===== config.mk =====
export PLATFORM = sky130hd
export DESIGN_NAME = muldiv_unit
export DESIGN_NICKNAME = d
export VERILOG_FILES = /design/src/rtl/muldiv_unit.sv
export SDC_FILE = /design/constraint.sdc
export NUM_CORES = 2
export LEC_CHECK = 0
export BUFFER_PORTS_ARGS = -buffer_cell sky130_fd_sc_hd__buf_2
export CAP_MARGIN = 25
export CORE_MARGIN = 2
export CORE_UTILIZATION = 59
export DETAILED_ROUTE_END_ITERATION = 16
export GPL_TIMING_DRIVEN = 0
export PLACE_DENSITY = 0.89
export SLEW_MARGIN = 5
export SYNTH_ARGS = -nofsm -noshare
export SYNTH_HDL_FRONTEND = slang
export SYNTH_SLANG_ARGS = --single-unit

===== constraint.sdc =====
create_clock -name clk -period 12.2 [get_ports clk]
set_input_delay 1.83 -clock clk [delete_from_list [all_inputs] [get_ports clk]]
set_output_delay 1.83 -clock clk [all_outputs]
set_load 0.02 [all_outputs]

===== src/rtl/muldiv_unit.sv =====
// Multi-cycle multiply / divide / multiply-accumulate unit for the EX stage.
// Produces a {HI,LO} pair with a one-cycle write pulse and stalls the pipe while busy.
module muldiv_unit #(
    parameter int unsigned WIDTH      = 32,
    parameter int unsigned MUL_CYCLES = 1
) (
    input  logic             clk,
    input  logic             rst,
    input  logic             start_i,
    input  logic [2:0]       op_i,
    input  logic [WIDTH-1:0] opdata1_i,
    input  logic [WIDTH-1:0] opdata2_i,
    input  logic             annul_i,
    input  logic [WIDTH-1:0] hi_i,
    input  logic [WIDTH-1:0] lo_i,
    input  logic [WIDTH-1:0] mem_hi_i,
    input  logic [WIDTH-1:0] mem_lo_i,
    input  logic             mem_whilo_i,
    input  logic [WIDTH-1:0] wb_hi_i,
    input  logic [WIDTH-1:0] wb_lo_i,
    input  logic             wb_whilo_i,
    output logic [WIDTH-1:0] hi_o,
    output logic [WIDTH-1:0] lo_o,
    output logic             whilo_o,
    output logic             stallreq_o,
    output logic             div_by_zero_o,
    output logic             busy_o
);

    localparam int unsigned DW    = 2 * WIDTH;
    localparam int unsigned CNT_W = $clog2(WIDTH) + 1;

    typedef enum logic [1:0] {S_IDLE, S_MUL, S_DIV, S_DONE} state_t;

    state_t             state;
    logic [CNT_W-1:0]   cnt;
    logic [2:0]         op_q;
    logic [WIDTH-1:0]   opa_q;
    logic [WIDTH-1:0]   opb_q;
    logic [DW-1:0]      hilo_q;
    logic [WIDTH-1:0]   dvd_q;   // dividend magnitude, shifted left as quotient bits enter
    logic [WIDTH-1:0]   dvs_q;
    logic [WIDTH-1:0]   rem_q;
    logic               q_neg_q;
    logic               r_neg_q;
    logic               done_q;
    logic               dbz_q;

    logic [WIDTH-1:0]   fwd_hi;
    logic [WIDTH-1:0]   fwd_lo;
    logic               is_mul_op;
    logic               a_neg;
    logic               b_neg;
    logic [WIDTH-1:0]   a_mag;
    logic [WIDTH-1:0]   b_mag;
    logic [DW-1:0]      ext_a;
    logic [DW-1:0]      ext_b;
    logic [DW-1:0]      product;
    logic [DW-1:0]      mul_res;
    logic [WIDTH:0]     partial;
    logic [WIDTH:0]     diff;
    logic [WIDTH-1:0]   rem_nx;
    logic [WIDTH-1:0]   quo_nx;
    logic [WIDTH-1:0]   quo_fin;
    logic [WIDTH-1:0]   rem_fin;

    // HI/LO forwarding: MEM beats WB beats architectural registers
    always_comb begin
        fwd_hi = hi_i;
        fwd_lo = lo_i;
        if (mem_whilo_i) begin
            fwd_hi = mem_hi_i;
            fwd_lo = mem_lo_i;
        end else if (wb_whilo_i) begin
            fwd_hi = wb_hi_i;
            fwd_lo = wb_lo_i;
        end
    end

    // Operand decode and magnitudes for the divider
    always_comb begin
        is_mul_op = op_i[2] | ~op_i[1];
        a_neg     = ~op_i[0] & opdata1_i[WIDTH-1];
        b_neg     = ~op_i[0] & opdata2_i[WIDTH-1];
        a_mag     = a_neg ? (~opdata1_i + WIDTH'(1)) : opdata1_i;
        b_mag     = b_neg ? (~opdata2_i + WIDTH'(1)) : opdata2_i;
    end

    // Full-width product (sign-extended for even op codes) and accumulate
    always_comb begin
        ext_a   = op_q[0] ? {{WIDTH{1'b0}}, opa_q} : {{WIDTH{opa_q[WIDTH-1]}}, opa_q};
        ext_b   = op_q[0] ? {{WIDTH{1'b0}}, opb_q} : {{WIDTH{opb_q[WIDTH-1]}}, opb_q};
        product = ext_a * ext_b;
        mul_res = product;
        if (op_q[2]) begin
            mul_res = op_q[1] ? (hilo_q - product) : (hilo_q + product);
        end
    end

    // One restoring-division step plus final sign fix-up
    always_comb begin
        partial = {rem_q, dvd_q[WIDTH-1]};
        diff    = partial - {1'b0, dvs_q};
        rem_nx  = diff[WIDTH] ? partial[WIDTH-1:0] : diff[WIDTH-1:0];
        quo_nx  = {dvd_q[WIDTH-2:0], ~diff[WIDTH]};
        quo_fin = q_neg_q ? (~quo_nx + WIDTH'(1)) : quo_nx;
        rem_fin = r_neg_q ? (~rem_nx + WIDTH'(1)) : rem_nx;
    end

    // Control FSM with datapath registers and registered result
    always_ff @(posedge clk) begin
        if (rst) begin
            state   <= S_IDLE;
            cnt     <= '0;
            op_q    <= '0;
            opa_q   <= '0;
            opb_q   <= '0;
            hilo_q  <= '0;
            dvd_q   <= '0;
            dvs_q   <= '0;
            rem_q   <= '0;
            q_neg_q <= 1'b0;
            r_neg_q <= 1'b0;
            hi_o    <= '0;
            lo_o    <= '0;
            done_q  <= 1'b0;
            dbz_q   <= 1'b0;
        end else begin
            hi_o   <= '0;
            lo_o   <= '0;
            done_q <= 1'b0;
            dbz_q  <= 1'b0;
            case (state)
                S_IDLE: begin
                    if (start_i && !annul_i) begin
                        op_q   <= op_i;
                        opa_q  <= opdata1_i;
                        opb_q  <= opdata2_i;
                        hilo_q <= {fwd_hi, fwd_lo};
                        if (is_mul_op) begin
                            state <= S_MUL;
                            cnt   <= CNT_W'(MUL_CYCLES - 1);
                        end else if (opdata2_i == '0) begin
                            state  <= S_DONE;
                            hi_o   <= opdata1_i;
                            lo_o   <= '1;
                            done_q <= 1'b1;
                            dbz_q  <= 1'b1;
                        end else begin
                            state   <= S_DIV;
                            cnt     <= CNT_W'(WIDTH - 1);
                            dvd_q   <= a_mag;
                            dvs_q   <= b_mag;
                            rem_q   <= '0;
                            q_neg_q <= a_neg ^ b_neg;
                            r_neg_q <= a_neg;
                        end
                    end
                end
                S_MUL: begin
                    if (annul_i) begin
                        state <= S_IDLE;
                    end else if (cnt == '0) begin
                        state  <= S_DONE;
                        hi_o   <= mul_res[DW-1:WIDTH];
                        lo_o   <= mul_res[WIDTH-1:0];
                        done_q <= 1'b1;
                    end else begin
                        cnt <= cnt - CNT_W'(1);
                    end
                end
                S_DIV: begin
                    if (annul_i) begin
                        state <= S_IDLE;
                    end else begin
                        rem_q <= rem_nx;
                        dvd_q <= quo_nx;
                        if (cnt == '0) begin
                            state  <= S_DONE;
                            hi_o   <= rem_fin;
                            lo_o   <= quo_fin;
                            done_q <= 1'b1;
                        end else begin
                            cnt <= cnt - CNT_W'(1);
                        end
                    end
                end
                S_DONE:  state <= S_IDLE;
                default: state <= S_IDLE;
            endcase
        end
    end

    // Stall request and flush-gated write strobes
    always_comb begin
        stallreq_o = 1'b0;
        case (state)
            S_IDLE:  stallreq_o = start_i & ~annul_i;
            S_MUL:   stallreq_o = ~annul_i;
            S_DIV:   stallreq_o = ~annul_i;
            default: stallreq_o = 1'b0;
        endcase
        whilo_o       = done_q & ~annul_i;
        div_by_zero_o = dbz_q & ~annul_i;
        busy_o        = (state != S_IDLE);
    end

endmodule


Word-level counts from Yosys, hierarchy flattened
Cells that the tools add are included.
{"block": "word_totals", "reg_bits": 303, "wordCells": 126}
{"block": "classes", "add_sub_neg": 8, "multipliers": 1, "eq_ne": 11, "mux": 58, "bitwise": 18, "reduce_logical": 15}
{"cell": "two-way mux 32 bit", "count": 31}
{"cell": "two-way mux 64 bit", "count": 4}
{"cell": "one-hot mux 32 bit (3 select lines)", "count": 2}
{"cell": "adder 32 x 1 -> 32 bit, second input constant", "count": 4}
{"cell": "NOT 32 bit", "count": 4}
{"cell": "one-hot mux 32 bit (2 select lines)", "count": 2}
{"cell": "adder 64 bit", "count": 1}
{"cell": "multiplier 64 x 64 -> 64 bit", "count": 1}
{"cell": "subtractor 64 bit", "count": 1}
{"cell": "subtractor 33 x 32 -> 33 bit", "count": 1}
{"cell": "zero test 32 bit", "count": 1}
{"cell": "two-way mux 6 bit", "count": 5}
{"cell": "inequality test 2 bit, second input constant", "count": 6}
{"cell": "one-hot mux 6 bit (2 select lines)", "count": 1}
{"cell": "AND reduction 5 bit", "count": 2}
{"cell": "two-way mux 2 bit", "count": 4}
{"cell": "NOT 1 bit", "count": 7}
{"cell": "zero test 6 bit", "count": 1}
{"cell": "two-way mux 1 bit", "count": 6}
{"cell": "one-hot mux 2 bit (3 select lines)", "count": 1}
{"cell": "nonzero test 2 bit", "count": 3}
{"cell": "subtractor 6 x 1 -> 6 bit, second input constant", "count": 1}
{"cell": "bitwise AND 1 bit", "count": 5}
{"cell": "equality test 2 bit, second input constant", "count": 2}
{"cell": "other kinds (12)", "count": 15}

Longest topological paths before layout
{"block": "logic_depth", "depth_word": 8, "depth_mapped": 52}

Least setup slack after synthesis
No wires, ideal clock.
{"block": "synth_path", "path_type": "reg2reg", "startpoint": "register opb_q[1]", "endpoint": "register hi_o[31]", "setup_ps": 128, "t_arrival_ps": 12588, "required_time_ps": 12072, "setup_slack_ps": -516, "path_stages_with_launch": 51, "n_path_buf": 3, "cell_sequence": "dfxtp_1 > clkbuf_1 > clkbuf_1 > nand2_1 > fa_1 > inv_1 > fa_1 > fa_1 > fa_1 > fa_1 > inv_1 > fa_1 > inv_1 > fa_1 > inv_1 > fa_1 > inv_1 > fa_1 > [... 15 more ...] > a21oi_1 > xor2_1 > ha_1 > and3_1 > nand3_1 > nor2_1 > and3_1 > a221oi_1 > o21ai_0 > a31oi_1 > o21ai_1 > a31oi_1 > o311ai_0 > nor3_1 > o41ai_2 > xnor2_1 > a222oi_1 > nor2_1"}
{"block": "synth_between", "elab_chain_cells": 8}
{"item": "start: declaration", "line_no": "39", "rtl": "logic [WIDTH-1:0] opb_q;"}
{"item": "start signal: assignment", "line_no": "138", "rtl": "opb_q <= opdata2_i;"}
{"item": "two-way mux 64 bit *", "line_no": "92", "rtl": "ext_b = op_q[0] ? {{WIDTH{1'b0}}, opb_q} : {{WIDTH{opb_q[WIDTH-1]}}, opb_q};"}
{"item": "multiplier 64 x 64 -> 64 bit *", "line_no": "93", "rtl": "product = ext_a * ext_b;"}
{"item": "adder 64 bit / subtractor 64 bit (equally long branches)", "line_no": "96", "rtl": "mul_res = op_q[1] ? (hilo_q - product) : (hilo_q + product);"}
{"item": "two-way mux 64 bit", "line_no": "96"}
{"item": "two-way mux 64 bit *", "line_no": "95", "rtl": "if (op_q[2]) begin"}
{"item": "two-way mux 32 bit *", "line_no": "163", "rtl": "end else if (cnt == '0) begin"}
{"item": "two-way mux 32 bit *", "line_no": "161", "rtl": "if (annul_i) begin"}
{"item": "one-hot mux 32 bit (3 select lines) *", "line_no": "133", "rtl": "case (state)"}
{"item": "end signal: assignment", "line_no": "145", "rtl": "hi_o <= opdata1_i;"}
{"item": "end signal: assignment", "line_no": "165", "rtl": "hi_o <= mul_res[DW-1:WIDTH];"}
{"item": "end signal: assignment", "line_no": "180", "rtl": "hi_o <= rem_fin;"}
{"item": "end: declaration", "line_no": "22", "rtl": "output logic [WIDTH-1:0] hi_o,"}
Mark *: on every way between the ends. The rest lies on a longest branch, timed or not.
A chain may end at the register's enable or synchronous reset.

Worst setup path after layout
{"block": "layout_path", "startpoint": "register opb_q[26]", "endpoint": "register hi_o[31]"}
The elaborated chain is that of the path after synthesis.

==> impl_metrics.json <==
{
  "muxShareOfSynthArea_pct": 1.50,
  "wire_per_inst_um": 27.1,
  "routabilityCongestion": 1.14,
  "cp_num_buf_inv": 8,
  "cts_tree": "done",
  "synth_largest_type_area_fraction_pct": 40.5,
  "floorplan.die.width_um": 351,
  "cts_num_sinks": 303,
  "drcViolationCount": 0,
  "cellInternalPower_mw": 4.65,
  "share_of_the_synthesized_area_in_compound_gates_ao_oa_aoi_oai_pct": 10.6,
  "grt_most_used_layer": "met2",
  "grt_pass1_wl_um": 418000,
  "dp.final_hpwl_um": 237000,
  "cts.htree.levels": 1,
  "worst_hold_slack_ps": 461,
  "power_density_nw_per_um2": 128,
  "p_leak_nw": 39.4,
  "post_synth.cell_area_avg_sq_um": 8.53,
  "vias": 63822,
  "syn_to_final_growth_pct": 14.6,
  "power.switching_fraction_pct": 55.1,
  "netlist_instances": 8317,
  "fin_skew_ps": 25.3,
  "largest_net_degree_at_the_start_of_global_routing": 27,
  "floorplan.rows": 127,
  "worstSetupEndpointType": "flip-flop",
  "synth_simple_gate_area_share_pct": 16.3,
  "final-hold-violation-count": 0,
  "numPortBuffers": 326,
  "viasPerCell": 6.06,
  "timing.final.ws_setup_ps": -949,
  "finalCritPeriodShare_pct": 108,
  "effective_utilization_at_floorplan_pct": 59.3,
  "clk_root_buffer_cell": "clkbuf_16",
  "worstSkewPairLatency_ps": 620,
  "number_of_antenna_violations_at_the_first_check_in_global_routing": 20,
  "comb_power_share_pct": 78.4,
  "ys.flop_type": "dfxtp_1",
  "fillerInstances": 9461,
  "fp.dieArea_sq_um": 123000,
  "yosys.area_share.adder_pct": 47.7,
  "critical_path.slowest_cell": "fa_2",
  "vdd_drop_max_uv": 136,
  "worstMarginPinSlew_ps": 1050,
  "clock_power_share_pct": 9.3,
  "setup_viol_count_final": 16,
  "drtPass1Iterations": 9,
  "placed_cell_area_sq_um": 74700,
  "drv_slew": 0,
  "min-delay-path-class": "reg2reg",
  "timing.critical_path.slowest_cell_delay_ps": 650,
  "number_of_global_route_vias_before_repair": 66049,
  "post_synth_num_cell_types": 101,
  "cp-start-kind": "flip-flop",
  "required_time_reported_for_the_critical_path_endpoint_ps": 12670,
  "grt_setup_unrepaired": "true",
  "synth_top_family_by_area": "adder cells",
  "grt.overflow.total": 0,
  "place_ws_ps": -3840,
  "post_synth_xor_area_fraction_pct": 4.57,
  "yosys_warnings": 0,
  "synth_edf_count": 0,
  "grt_use_total_pct": 46.7,
  "cts_buffers": 29,
  "postCtsHoldBufs": 0,
  "share_seq_of_total_power_pct": 12.3,
  "violations": "setup timing",
  "synth.ff_latch_count": 303,
  "syn_nets": 10421,
  "crit_path_max_delay_family": "adder cells",
  "clock_edge_transition_at_the_registers_on_the_reported_setup_and_hold_paths_ps": 70,
  "die_h_um": 351,
  "async_flop_share_pct": 0,
  "max_slew_margin_pct": 30.2,
  "gr-usage-met3_pct": 16.9,
  "grtUsageMet2_pct": 71.1,
  "worstSetupPathType": "reg2reg",
  "number_of_primary_i_o_pins": 333,
  "syn-cell-area_sq_um": 70900,
  "fmaxAchievable_ghz": 0.0760,
  "status": "complete, but fails checks",
  "critical_path_data_arrival_time_ps": 13620,
  "crit_path_frequent_cell": "fa_1",
  "max-clock-path-buffers": 3,
  "count_of_nets_after_finishing": 10990,
  "power_mw": 10.4,
  "use_met1_pct": 55.6,
  "ant_nets": 0,
  "ys_seq_area_share_pct": 8.55,
  "timing.setup.tns_ps": -5960,
  "largest_cells_by_area_after_synthesis": "fa_1, inv_1, dfxtp_1",
  "yosysTopAreaCell": "fa_1",
  "min_period_ps": 13150,
  "drt-total-wl_um": 286000,
  "post-route-cell-area_sq_um": 81200,
  "timing.critical_path.fanout_max": 10,
  "maxCapViolCount": 0,
  "p_sw_mw": 5.71,
  "area_inside_the_core_boundary_sq_um": 120000,
  "drt_iter0_markers": 7825,
  "drive_above_1_share_pct": 14.5
}
==> area by class of cell <==
type	instances	area (sq um)	share of cell area [%]
clock buffer	35	788	0.970
inverter	1625	6110	7.52
tap	1612	2020	2.48
multi-input combinational	5960	59200	72.9
sequential	303	6240	7.68
timing repair buffer	553	3500	4.30
antenna	11	27.5	0.0339
clock inverter	17	170	0.209
buffer	414	3150	3.88
==> state kept, by name, summed over array words and instances (netlist names) <==
signal,count
hilo_q,64
lo_o,32
done_q,1
r_neg_q,1
hi_o,32
dbz_q,1
q_neg_q,1
state,2
cnt,6
dvd_q,32
opa_q,32
dvs_q,32
rem_q,32
opb_q,32
op_q,3
==> per-layer routing <==
| layer | share of wire (%) | vias to the layer above |
|---|---|---|
| met4 | 9.0 | 18 |
| met3 | 14 | 1210 |
| met1 | 34 | 31248 |
| met2 | 43 | 4558 |
| met5 | 0.047 | - |
| li1 | - | 26788 |
==> synth_stat cells (37+ instances only) <==
cell type / count
dfxtp_1: 303
o21ai_0: 269
nor2_1: 312
a21o_1: 74
inv_1: 1625
ha_1: 404
and2_1: 567
nand2_1: 1197
a21oi_1: 455
and3_1: 37
fa_1: 1435
xnor2_1: 238
mux2i_1: 94
a31oi_1: 44
clkbuf_1: 386
xor2_1: 130
a211oi_1: 48
nand3_1: 46
nor3_1: 67
==> power groups by stage <==
stage | Clock, mW | Combinational [mW] | Sequential, mW
2_1_floorplan | 0 | 4.50 | 1.18
3_3_place_gp | 0 | 6.56 | 1.26
3_5_place_dp | 0 | 6.62 | 1.26
4_1_cts | 0.958 | 7.31 | 1.26
5_1_grt | 0.997 | 8.60 | 1.27
6_report | 0.964 | 8.12 | 1.27
==> metrics by stage <==
step	cells	util, %
CTS	10421	66.2
finish	10530	67.9
global placement	10255	62.4
floorplan	8317	-
detailed placement	10263	62.5
global route	10520	67.9
==> what timing repair did <==
action,in CTS,in global routing
buffers inserted,119,99
gates resized for setup,719,377
pin swaps,112,170
gates cloned,0,1
endpoints found under the setup margin,35,32
==> tightest hold or removal path: cells and delay by family, from the launching register on <==
kind	cells	cell delay, ps
AND/OR/NAND/NOR	1	50
AO/OA/AOI/OAI	1	50
flip-flops	1	310
==> cells in the final DEF, fill, tap and decap left out, types with 30 or more instances in the layout <==
master     netlist  layout
a21oi_2          2      38
clkbuf_4         0      35
buf_2           12     344
nor3_1          67      60
xnor2_1        238     222
clkbuf_1       386     184
clkbuf_16        0      59
nand2b_1        36      35
fa_1          1435    1383
buf_4            0     219
o21ai_0        269     241
a21o_1          74      73
clkbuf_8         0      41
clkbuf_2         1      43
fa_2             0      52
nand2_1       1197    1172
nor2_1         312     298
dfxtp_4          0      42
and2_1         567     556
mux2i_1         94      91
xor2_1         130     113
a31oi_1         44      30
a21oi_1        455     414
dfxtp_1        303     245
inv_1         1625    1598
ha_1           404     366
a211oi_1        48      45
nand3_1         46      40
and3_1          37      34
==> cell families after synthesis <==
kind of cell,Yosys count
mux,105
xor+xnor,369
simple gates,2443
compound gates,1203
buf+inv,2054
fa+ha+maj,1840
flops,303
==> worst paths after layout <==
path	endpoint	from	slack, ps	cells past startpoint
max	hi_o[31]	opb_q[26]	-950	46
min	dvs_q[31]	dvs_q[31]	460	2
max reg2reg	hi_o[31]	opb_q[26]	-950	46
min reg2reg	dvs_q[31]	dvs_q[31]	460	2
(Power assumes the default switching activity.)
